## src/rtl/plab3_mem_prefetch_refill_queue.sv

```systemverilog
// plab3_mem_prefetch_refill_queue
//   Sits between the prefetch buffer's memory port and main memory. Line refill requests are
//   queued in a small FIFO and issued to memory while the number of un-answered requests stays
//   below p_max_outstanding. Responses pass straight through, in order, back to the buffer.
//   When the security domain changes, new requests are refused until every queued and in-flight
//   request of the old domain has completed.
//
// Ports
//   clk, reset (async, active-low)     clock / reset
//   domain                             current security domain
//   pfreq_msg/val/rdy                  refill requests from the prefetch buffer
//   pfresp_msg/val/rdy                 responses back to the prefetch buffer
//   memreq_msg/val/rdy                 requests to main memory
//   memresp_msg/val/rdy                responses from main memory
//   busy                               queue, in-flight traffic or a domain drain pending
//
// Optional feature
//   PLAB3_MEM_PF_REFILL_BYPASS_EN: when the FIFO is empty and issue is allowed, a request goes
//   straight to memreq in the same cycle (introduces a combinational pfreq_rdy <- memreq_rdy path).
module plab3_mem_prefetch_refill_queue #(
  parameter int unsigned p_opaque_nbits    = 8,
  parameter int unsigned p_num_entries     = 4,
  parameter int unsigned p_max_outstanding = 2,
  parameter int unsigned abw               = 32,
  parameter int unsigned clw               = 128,
  // Memory message layouts: {type, opaque, addr, len, data} and {type, opaque, test, len, data}
  localparam int unsigned ReqNbits  = 3 + p_opaque_nbits + abw + $clog2(clw / 8) + clw,
  localparam int unsigned RespNbits = 3 + p_opaque_nbits + 2 + $clog2(clw / 8) + clw
) (
  input  logic                 clk,
  input  logic                 reset,
  input  logic                 domain,
  input  logic [ReqNbits-1:0]  pfreq_msg,
  input  logic                 pfreq_val,
  output logic                 pfreq_rdy,
  output logic [RespNbits-1:0] pfresp_msg,
  output logic                 pfresp_val,
  input  logic                 pfresp_rdy,
  output logic [ReqNbits-1:0]  memreq_msg,
  output logic                 memreq_val,
  input  logic                 memreq_rdy,
  input  logic [RespNbits-1:0] memresp_msg,
  input  logic                 memresp_val,
  output logic                 memresp_rdy,
  output logic                 busy
);

  localparam int unsigned PtrW = $clog2(p_num_entries);
  localparam int unsigned CntW = $clog2(p_num_entries + 1);
  localparam int unsigned OutW = $clog2(p_max_outstanding + 1);

  localparam logic [1:0] StResetWait = 2'd0;
  localparam logic [1:0] StActive    = 2'd1;
  localparam logic [1:0] StDrain     = 2'd2;

  logic [1:0]          state_q, state_d;
  logic                domain_q, domain_d;
  logic [ReqNbits-1:0] mem_q [p_num_entries];
  logic [PtrW-1:0]     wr_ptr_q, rd_ptr_q;
  logic [CntW-1:0]     count_q;
  logic [OutW-1:0]     out_cnt_q, out_cnt_d;

  logic fifo_empty, fifo_full, can_issue, active, resp_open, bypass;
  logic pfreq_fire, memreq_fire, memresp_fire, enq, deq;

  assign fifo_empty = (count_q == '0);
  assign fifo_full  = (count_q == CntW'(p_num_entries));
  assign can_issue  = (out_cnt_q < OutW'(p_max_outstanding));
  assign active     = (state_q == StActive);
  assign resp_open  = (state_q != StResetWait);

`ifdef PLAB3_MEM_PF_REFILL_BYPASS_EN
  assign bypass = active && fifo_empty && can_issue;
`else
  assign bypass = 1'b0;
`endif

  always_comb begin
    memreq_val = bypass ? pfreq_val : (!fifo_empty && can_issue);
    memreq_msg = '0;
    if (memreq_val) begin
      memreq_msg = bypass ? pfreq_msg : mem_q[rd_ptr_q];
    end
    // bypass is constant 0 unless the feature is built in, so no comb path exists by default
    pfreq_rdy   = active && (!fifo_full || (bypass && memreq_rdy));
    pfresp_val  = resp_open && memresp_val;
    pfresp_msg  = resp_open ? memresp_msg : '0;
    memresp_rdy = resp_open && pfresp_rdy;
    busy        = !fifo_empty || (out_cnt_q != '0) || (state_q == StDrain);
  end

  assign pfreq_fire   = pfreq_val && pfreq_rdy;
  assign memreq_fire  = memreq_val && memreq_rdy;
  assign memresp_fire = memresp_val && memresp_rdy;
  // A bypassed request goes straight out and never occupies a FIFO slot
  assign enq          = pfreq_fire && !(bypass && memreq_fire);
  assign deq          = memreq_fire && !bypass;

  always_comb begin
    out_cnt_d = out_cnt_q;
    if (memreq_fire && !memresp_fire) begin
      out_cnt_d = out_cnt_q + OutW'(1);
    end else if (!memreq_fire && memresp_fire && (out_cnt_q != '0)) begin
      // A response with nothing outstanding is passed through but must not underflow
      out_cnt_d = out_cnt_q - OutW'(1);
    end
  end

  always_comb begin
    state_d  = state_q;
    domain_d = domain_q;
    case (state_q)
      StResetWait: begin
        state_d  = StActive;
        domain_d = domain;
      end
      StActive: begin
        if (domain != domain_q) state_d = StDrain;
      end
      StDrain: begin
        if (fifo_empty && (out_cnt_q == '0) && !memresp_fire) begin
          state_d  = StActive;
          domain_d = domain;
        end
      end
      default: state_d = StResetWait;
    endcase
  end

  always_ff @(posedge clk or negedge reset) begin
    if (!reset) begin
      state_q   <= StResetWait;
      domain_q  <= 1'b0;
      wr_ptr_q  <= '0;
      rd_ptr_q  <= '0;
      count_q   <= '0;
      out_cnt_q <= '0;
    end else begin
      state_q   <= state_d;
      domain_q  <= domain_d;
      out_cnt_q <= out_cnt_d;
      if (enq) wr_ptr_q <= wr_ptr_q + PtrW'(1);
      if (deq) rd_ptr_q <= rd_ptr_q + PtrW'(1);
      if (enq && !deq) begin
        count_q <= count_q + CntW'(1);
      end else if (!enq && deq) begin
        count_q <= count_q - CntW'(1);
      end
    end
  end

  // Payload storage needs no reset: outputs are masked while the FIFO is empty
  always_ff @(posedge clk) begin
    if (enq) mem_q[wr_ptr_q] <= pfreq_msg;
  end

endmodule

```

## config.mk

```make
export PLATFORM = sky130hd
export DESIGN_NAME = plab3_mem_prefetch_refill_queue
export DESIGN_NICKNAME = d
export VERILOG_FILES = /design/src/rtl/plab3_mem_prefetch_refill_queue.sv
export SDC_FILE = /design/constraint.sdc
export NUM_CORES = 1
export LEC_CHECK = 0
export ABC_AREA = 1
export CORE_AREA = 2 2 251 253
export CTS_CLUSTER_DIAMETER = 50
export DETAILED_ROUTE_END_ITERATION = 10
export DIE_AREA = 0 0 253 255
export MAX_ROUTING_LAYER = met4
export PLACE_DENSITY_LB_ADDON = 0.08
export SKIP_CTS_REPAIR_TIMING = 1
export SLEW_MARGIN = 20
export SYNTH_ARGS = -nofsm -noshare
export SYNTH_HDL_FRONTEND = slang
export SYNTH_SLANG_ARGS = --single-unit
```

## constraint.sdc

```tcl
create_clock -name clk -period 13.4 [get_ports clk]
set_input_delay 1.34 -clock clk [delete_from_list [all_inputs] [get_ports clk]]
set_output_delay 1.34 -clock clk [all_outputs]
set_load 0.1 [all_outputs]
```

Word level (Yosys, flattened, before mapping)
Memories as Yosys holds them, arrays and structs flattened. Cells that the tools add are included.

Logic and storage cells: 64. Memories kept: 1. RAM bits: 700. Register bits after elaboration: 12.

Memory list: mem_q (depth 4, bits a word 175, read ports 1, clocked after memory_dff 0, write ports 1, line 58) `logic [ReqNbits-1:0] mem_q [p_num_entries];`.

Multiplexer cells: 13. Order comparisons: 1. Add/subtract/negate cells: 6. Equal/unequal tests: 6. Reductions and logical operators: 31.

Operators with widths (number): $mux W175 (1); $mux W145 (1); $logic_and A1 B1 Y1 (14); $reduce_bool A2 Y1 (5); $mux W2 (4); $add A2 B1 Y2 const B (3); $mux W3 (2); $pmux W2 S3 (1); $logic_not A1 Y1 (5); $logic_not A2 Y1 (2); $ne A2 B1 Y1 const B (2); $reduce_and A2 Y1 (2); $add A3 B1 Y3 const B (1); $eq A3 B3 Y1 const B (1); $logic_not A3 Y1 (1); $mux W1 (3); $sub A3 B1 Y3 const B (1); $eq A2 B1 Y1 const B (1); $eq A2 B2 Y1 const B (1); $logic_or A1 B1 Y1 (2); $lt A2 B2 Y1 const B (1); $pmux W1 S2 (1); $sub A2 B1 Y2 const B (1); $ne A1 B1 Y1 (1).

Depth between registers and ports, before layout
Gate-level depths: netlist of the first run.

Depth in word-level cells: 9. Mapped depth: 11. Mapped depth without buffers: 11.

Worst setup path after synthesis of the first run
OpenSTA, ideal clock, no wires.

Path kind: flip-flop to flip-flop. Start: register state_q[1]. End: memory mem_q[0][0] (netlist name), enable pin. Setup time: 711 ps. Path slack: 2854 ps. Data arrival time: 9835 ps. Stages on the path, launching flop included: 6. Data required time: 12689 ps. Buffers on the path: 0. Cell sequence: dfrtp_1 > inv_1 > nand2_1 > a21oi_1 > nand2_1 > nor2_1.

Word-level cells in the longest chain between the ends: 5.

Ends and longest elaborated chain: start, declared (line 56) `logic [1:0] state_q, state_d;`; start signal, assigned (line 132) `state_q <= StResetWait;`; start signal, assigned (line 139) `state_q <= state_d;`; $eq A2 B1 Y1 (line 69) `assign active = (state_q == StActive);`; $logic_and A1 B1 Y1 (line 85) `pfreq_rdy = active && (!fifo_full || (bypass && memreq_rdy));`; via pfreq_rdy (line 35) `output logic pfreq_rdy,`; $logic_and A1 B1 Y1 (line 92) `assign pfreq_fire = pfreq_val && pfreq_rdy;`; $mux W1 (line 154) `if (enq) mem_q[wr_ptr_q] <= pfreq_msg;`; $mux W1 (implied by the code) (line 154); end, declared (line 58).

The timed path passes the listed nets, and every way through them passes these cells.

Worst setup path after layout of the first run
Start: register rd_ptr_q[0]. End: output port memreq_msg[9].

Word-level cells in the longest chain between the ends: 2.

Ends and longest elaborated chain: start, declared (line 59) `logic [PtrW-1:0] wr_ptr_q, rd_ptr_q;`; start signal, assigned (line 143) `if (deq) rd_ptr_q <= rd_ptr_q + PtrW'(1);`; $mem_v2 Z4 W175; $mux W175 (line 81) `if (memreq_val) begin`; end, declared (line 39) `output logic [ReqNbits-1:0] memreq_msg,`.

Every way passes these cells.

==> impl_metrics.tcl, run 1 <==
set metrics [dict create \
    core_area_mm2 0.0622 \
    grt_first_pass_wirelength_um 139000 \
    dpl.hpwl_um 68600 \
    fill_cells 4715 \
    min_path_cells 1 \
    wl_per_cell_um 26.0 \
    final-setup-viol-count 0 \
    fin_crit_ns 6.64 \
    report.final.hold_viol_count 0 \
    yosys_warnings 0 \
    ys_ff_latch 712 \
    cts_buffer_depth 3 \
    postSynthAreaPerCell_um2 11.8 \
    worst_setup_path_end_kind "primary output" \
    period_share_pct 49.6 \
    tns_ns 0 \
    tightest_slew_ns 1.20 \
    cts_tree "yes" \
    initial_utilization_pct 46.6 \
    worstSetupStartpointType "register" \
    area_growth_pct 31.8 \
    slew_headroom_pct 19.7 \
    fin_skew_ns 0.0185 \
    drv_cap 0 \
    crit_type "reg2out" \
    cts_buffers 76 \
    cp_max_fo 111 \
    clk_latency_ns 0.61 \
    drt_wl_total_um 102000 \
    vias 21300 \
    grt_pass1_vias 20000 \
    critPathArrivalTime_ns 5.30 \
    drt_iter0_markers 2084 \
    num_io_pins 652 \
    nNetsFinal 3386 \
    vias_per_cell 5.43 \
    max_freq_mhz 151 \
    drive_gt1_share_pct 4.95 \
    io_buffers 651 \
    outcome "completed" \
    synth_cell_types 25 \
    gp_congestion 1.11 \
    hold_path_class "reg2reg" \
    htree_levels 3 \
    synth.net_count 2788 \
    syn_inst 2455 \
    root_buffer "clkbuf_16" \
    grt.total_usage_pct 31.7 \
    path_clk_slew_ns 0.06 \
    synth_seq_area_share_pct 73.6 \
    rows 92 \
    grt_max_degree 156 \
    required_ns 12.06 \
    grt_overflow 0 \
    clock-sinks 712 \
    firstDrtPassIters 5 \
    drc 0 \
    die_w_um 253 \
    antenna_found_initial 33 \
    die-area_mm2 0.0645 \
    slew_viol_final 0 \
    antenna_left 0 \
    reg2regPathDepth 7 \
    syn-cell-area_mm2 0.0290 \
    rsz0062_at_grt "no" \
    die_y_um 255 \
]
[flip-flops by register name, indices dropped and copies added (netlist names)]
signal	flops
rd_ptr_q	2
domain_q	1
wr_ptr_q	2
state_q	2
mem_q	700
out_cnt_q	2
count_q	3
[metal layers]
| metal | GRT usage (%) | vias to the layer above | share of wire, % |
|---|---|---|---|
| met5 | - | - | 0 |
| li1 | - | 9635 | - |
| met4 | 15.5 | 0 | 4.8 |
| met3 | 6.93 | 178 | 8.3 |
| met1 | 40.0 | 10500 | 39 |
| met2 | 49.0 | 1041 | 48 |
[area by class of cell]
| type | instances | area [um^2] | area share, % |
|---|---|---|---|
| repair buffers | 671 | 6610 | 17.3 |
| inverters | 165 | 639 | 1.68 |
| diodes | 22 | 55.1 | 0.144 |
| clock buffers | 95 | 2060 | 5.39 |
| well taps | 799 | 1000 | 2.62 |
| clock inverters | 38 | 310 | 0.813 |
| multi-input cells | 1427 | 6170 | 16.2 |
| flip-flops and latches | 712 | 21300 | 55.9 |
[critical path, cell delays in order (launching register included)]
cell             delay (ns)
dfrtp_4                0.99
buf_4                  0.77
buf_6                  0.76
nor2_1                 0.12
nor2_1                 0.12
o21ai_0                0.10
a21oi_1                0.45
clkdlybuf4s50_1        1.23
[cells in the final DEF, fill, tap and decap left out, types with 10 or more instances in the layout]
cell             netlist  final
nand2_1               15     15
o21ai_1               82     82
edfxtp_1             700    700
buf_2                 78     11
inv_1                161    160
a21oi_1              177    177
nor2_1               857    853
clkdlybuf4s50_1        0    632
dfrtp_1               12     10
o21ai_0              272    272
clkbuf_16              0     80
clkinv_1               0     17
buf_4                 14     25
diode_2                0     22
clkbuf_1              20     15
[final timing paths]
check                       startpoint  slack [ns]       endpoint
max reg2reg                 state_q[1]        9.35   mem_q[3][77]
max in group asynchronous        reset       11.81    rd_ptr_q[1]
min in group asynchronous        reset        1.13    wr_ptr_q[1]
min reg2reg                 count_q[0]        0.54     count_q[0]
max                        rd_ptr_q[0]        6.76  memreq_msg[9]
min                         count_q[0]        0.54     count_q[0]
[metrics by stage]
| stage | hold WS, ns | util [%] | setup WS (ns) | cell area (um^2) | instances |
|---|---|---|---|---|---|
| finish | 0.536 | 61.4 | 6.76 | 38200 | 3929 |
| global route | 0.563 | 61.4 | 6.53 | 38200 | 3925 |
| CTS | 0.526 | 61.3 | 6.55 | 38100 | 3907 |
| detailed placement | 0.519 | 57.5 | 7.21 | 35700 | 3774 |
| global placement | 0.495 | 57.6 | 7.27 | 35800 | 3774 |
| floorplan | 0.480 | - | 2.85 | 29000 | 2455 |
[synth_stat cells]
cell type / instances / area, um^2
nor2_1: 857 / 3220
edfxtp_1: 700 / 21000
o21ai_0: 272 / 1360
a21oi_1: 177 / 886
inv_1: 161 / 604
o21ai_1: 82 / 410
buf_2: 78 / 390
clkbuf_1: 20 / 75.1
clkbuf_2: 20 / 100
buf_6: 16 / 180
nand2_1: 15 / 56.3
buf_4: 14 / 105
dfrtp_1: 12 / 300
nand3_1: 9 / 45.0
ha_1: 5 / 62.6
xor2_1: 5 / 43.8
inv_2: 3 / 11.3
clkbuf_4: 2 / 15.0
a21oi_2: 1 / 8.76
buf_1: 1 / 3.75
fa_1: 1 / 20.0
inv_6: 1 / 8.76
mux2_2: 1 / 11.3
or2_2: 1 / 6.26
xnor2_1: 1 / 8.76
[kinds of logic after synthesis]
kind of cell             synth area share [%]
multiplexers                           0.0389
AND/OR/NAND/NOR                          11.5
AO/OA/AOI/OAI                            9.21
buffers and inverters                    5.16
adder cells (fa/ha/maj)                 0.285
XOR/XNOR                                0.182
flip-flops                               73.6
Power of run 1 is left out: the tool's default activity adds up to more than one toggle a clock period on the data nets, which glitch-free logic cannot reach.
==> inputs of run 2 (changes only) <==
- clock period: 13.4 -> 6.2 ns (I/O delays scaled with it)
==> run 2 against run 1 <==
Net effect: via count is 0.91% lower; die area did not move; sequential share of layout area is 0.55 points lower; utilization is 0.61 points higher; sequential cell count is the same; cell area rose by 0.99%; count of clock-buffer cells in the layout grew 3; critical path depth down 2; first-iteration DRC count decreased by 8.3%; global-route usage decreased by 0.13 points; final cell count increased by 0.51%.
==> impl_metrics.tcl, run 2 (same netlist as run 1, synthesis figures left out) <==
set metrics [dict create \
    pre_cts_slack_ns 1.90 \
    gp_congestion 1.15 \
    crit_type "reg2out" \
    die-area_mm2 0.0645 \
    hold_path_class "in2async" \
    report.final.hold_viol_count 0 \
    hold_slack_ns 0.393 \
    vias_per_cell 5.36 \
    slew_viol_final 0 \
    tns_ns 0 \
    io_buffers 651 \
    vias 21200 \
    top_register "mem_q" \
    reg2regPathDepth 6 \
    worst_slack_ns 1.26 \
    grt_first_pass_wirelength_um 140000 \
    top_regs "mem_q (700), count_q (3)" \
    cp_slowest_cell "clkdlybuf4s50_1" \
    drive_gt1_share_pct 6.37 \
    max_freq_mhz 203 \
    grt_max_degree 157 \
    fin_crit_ns 4.94 \
    cp_max_fo 155 \
    crit_chain "inv_8, buf_12, o21ai_1, a21oi_1, clkdlybuf4s50_1" \
    grt_overflow 0 \
    die_w_um 253 \
    firstDrtPassIters 7 \
    fin_skew_ns 0.0130 \
    worst_setup_path_end_kind "primary output" \
    rows 92 \
    slew_headroom_pct 19.4 \
    drt_wl_total_um 102000 \
    mostFrequentLayoutCell "nor2_1" \
    cts_buffer_depth 3 \
    largest_register_ffs 700 \
    outcome "completed" \
    area_growth_pct 33.1 \
    core_area_mm2 0.0622 \
    path_clk_slew_ns 0.06 \
    drv_cap 0 \
    drt_iter0_markers 1910 \
    final-setup-viol-count 0 \
    cts_tree "yes" \
    cts_buffers 79 \
    period_share_pct 79.6 \
    num_io_pins 652 \
    antenna_left 0 \
    clock-sinks 712 \
    wl_per_cell_um 25.7 \
    grt_pass1_vias 19900 \
    nNetsFinal 3394 \
    cp_slowest_stage_delay_ns 1.20 \
    worstSetupStartpointType "register" \
    rsz0062_at_grt "no" \
    die_y_um 255 \
    initial_utilization_pct 46.6 \
    final_cell_mix "853 x nor2_1, 700 x edfxtp_1, 606 x clkdlybuf4s50_1" \
    required_ns 5.58 \
    dpl.hpwl_um 67400 \
    critPathArrivalTime_ns 4.32 \
    antenna_found_initial 36 \
    tightest_slew_ns 1.21 \
    root_buffer "clkbuf_16" \
    drc 0 \
    clk_latency_ns 0.61 \
    rrSetupSlack_ns 2.83 \
    grt.total_usage_pct 31.6 \
    htree_levels 3 \
]
[run 2: metrics by stage]
stage	cell area, um^2	std cells	util (%)
floorplan	29000	2455	-
global placement	35900	3778	57.7
detailed placement	35900	3779	57.7
CTS	38500	3921	61.9
global route	38500	3941	62.0
finish	38500	3949	62.0
[run 2: final timing paths]
check                                  from               to
worst max-delay path            rd_ptr_q[0]  memreq_msg[170]
worst min-delay path                  reset       count_q[2]
worst max register to register   state_q[1]     mem_q[0][70]
worst min register to register   count_q[0]       count_q[0]
max in group asynchronous             reset      rd_ptr_q[1]
min in group clk                 count_q[0]       count_q[0]
[run 2: layout make-up]
cell class | instances | area, um^2
flip-flops and latches | 712 | 21300
clock inverters | 44 | 474
diodes | 28 | 70.1
well taps | 799 | 1000
inverters | 165 | 639
clock buffers | 98 | 2130
fillers | 4784 | 23600
repair buffers | 676 | 6740
multi-input cells | 1427 | 6170
[run 2: worst max-delay path: cells and delay by family (launching register included)]
kind | cells | cell delay, ns
buf+inv | 3 | 2.41
flops | 1 | 0.77
compound gates | 2 | 0.43
[run 2: routing by layer]
metal  global-route usage, %  wire length (um)
met1                    40.4             40800
met5                       -                 0
met4                    10.7              3120
met3                    7.13              8150
met2                    50.1             49500
Power of run 2 is left out for the same reason.
==> inputs of run 3 (changes only) <==
- clock period: 6.2 -> 4.6 ns (I/O delays scaled with it)
==> run 3 against run 2 <==
Net effect: final cell count grew 0.25%; hold slack got worse by 0.16 ns; sequential cell count did not move; critical path depth is the same; sequential share of layout area is 0.33 points higher; count of clock-buffer cells in the layout down 1; setup slack got worse by 0.48 ns; die area stayed put; via count increased by 1.0%; cell area fell by 0.59%; utilization fell by 0.36 points; first-iteration DRC count up 5.5%; critical path type unchanged.
==> impl_metrics.tcl, run 3 (same netlist as run 1, synthesis figures left out) <==
set metrics [dict create \
    outcome "completed" \
    crit_family "buffers and inverters" \
    period_share_pct 82.9 \
    root_buffer "clkbuf_16" \
    worst_setup_path_end_kind "primary output" \
    io_buffers 651 \
    htree_levels 3 \
    mostFrequentLayoutCell "nor2_1" \
    grt_max_degree 177 \
    largest_register_ffs 700 \
    critPathArrivalTime_ns 3.35 \
    slew_headroom_pct 20.9 \
    dp_cells 3793 \
    cp_slowest_stage_delay_ns 1.27 \
    nNetsFinal 3411 \
    final_cell_mix "853 x nor2_1, 700 x edfxtp_1, 466 x clkdlybuf4s50_1" \
    antenna_found_initial 33 \
    area_growth_pct 32.4 \
    crit_chain "inv_1, nand2_1, inv_4, nor2_1, clkdlybuf4s50_1" \
    vias_per_cell 5.40 \
    drt_wl_total_um 101000 \
    grt_pass1_vias 20300 \
    cp_slowest_cell "clkdlybuf4s50_1" \
    crit_type "reg2out" \
    vias 21400 \
    drive_gt1_share_pct 11.4 \
    initial_utilization_pct 46.6 \
    num_io_pins 652 \
    top_register "mem_q" \
    drc 0 \
    gp_congestion 1.09 \
    worstSetupStartpointType "register" \
    hold_slack_ns 0.229 \
    die_y_um 255 \
    final_cells 3959 \
    die_w_um 253 \
    grt_first_pass_wirelength_um 139000 \
    antenna_left 0 \
    grt.total_usage_pct 31.4 \
    cts_tree "yes" \
    firstDrtPassIters 7 \
    core_area_mm2 0.0622 \
    drv_cap 0 \
    path_clk_slew_ns 0.06 \
    slew_viol_final 0 \
    die-area_mm2 0.0645 \
    crit_buf_inv 3 \
    top_regs "mem_q (700), count_q (3)" \
    cts_buffers 81 \
    clk_latency_ns 0.63 \
    report.final.hold_viol_count 0 \
    tightest_slew_ns 1.18 \
    tns_ns 0 \
    grt_overflow 0 \
    max_freq_mhz 262 \
    rows 92 \
    final-setup-viol-count 0 \
    fin_crit_ns 3.81 \
    clock-sinks 712 \
    fin_skew_ns 0.0274 \
    dpl.hpwl_um 68500 \
    required_ns 4.14 \
    rsz0062_at_grt "no" \
    wl_per_cell_um 25.6 \
    drt_iter0_markers 2016 \
    cts_buffer_depth 3 \
    cp_max_fo 38 \
    hold_path_class "in2async" \
]
[run 3: final timing paths]
path / start / end / slack [ns] / depth (start not counted)
max: state_q[0] / pfresp_msg[96] / 0.79 / 5
min: reset / out_cnt_q[0] / 0.23 / 1
max reg2reg: state_q[1] / mem_q[1][69] / 2.01 / 6
min reg2reg: count_q[0] / count_q[0] / 0.54 / 1
max in group asynchronous: reset / rd_ptr_q[0] / 3.89 / 1
min in group clk: pfreq_msg[162] / mem_q[1][162] / 0.46 / 1
[run 3: metal layers]
metal  track usage (%)  vias to the layer above  routed length (um)
met3              8.22                      193                8780
li1                  -                     9676                   -
met1              38.8                    10500               39800
met5                 -                        -                   0
met4              12.0                        0                4580
met2              50.0                     1026               48200
[run 3: final cells by class]
class                   instances  area [um^2]
fillers                      4732        23800
well taps                     799         1000
repair buffers                691         6520
multi-input cells            1427         6180
clock buffers                  97         2150
inverters                     165          639
clock inverters                43          442
diodes                         25         62.6
flip-flops and latches        712        21300
[run 3: through the flow]
stage | utilization [%] | area (um^2) | worst slack (ns)
after floorplan | - | 29000 | 0.0624
after global placement | 57.4 | 35700 | 1.36
after detailed placement | 57.3 | 35600 | 1.42
after CTS | 61.5 | 38200 | 0.840
after global routing | 61.6 | 38300 | 0.699
final | 61.7 | 38300 | 0.786
[run 3: worst register-to-register path: stages, from the launching register on]
cell     delay [ns]
dfrtp_1        0.38
inv_1          0.09
nand2_1        0.12
a21oi_4        0.17
nand2_2        0.19
nor2_4         0.69
buf_4          0.58
Power of run 3 is left out for the same reason.
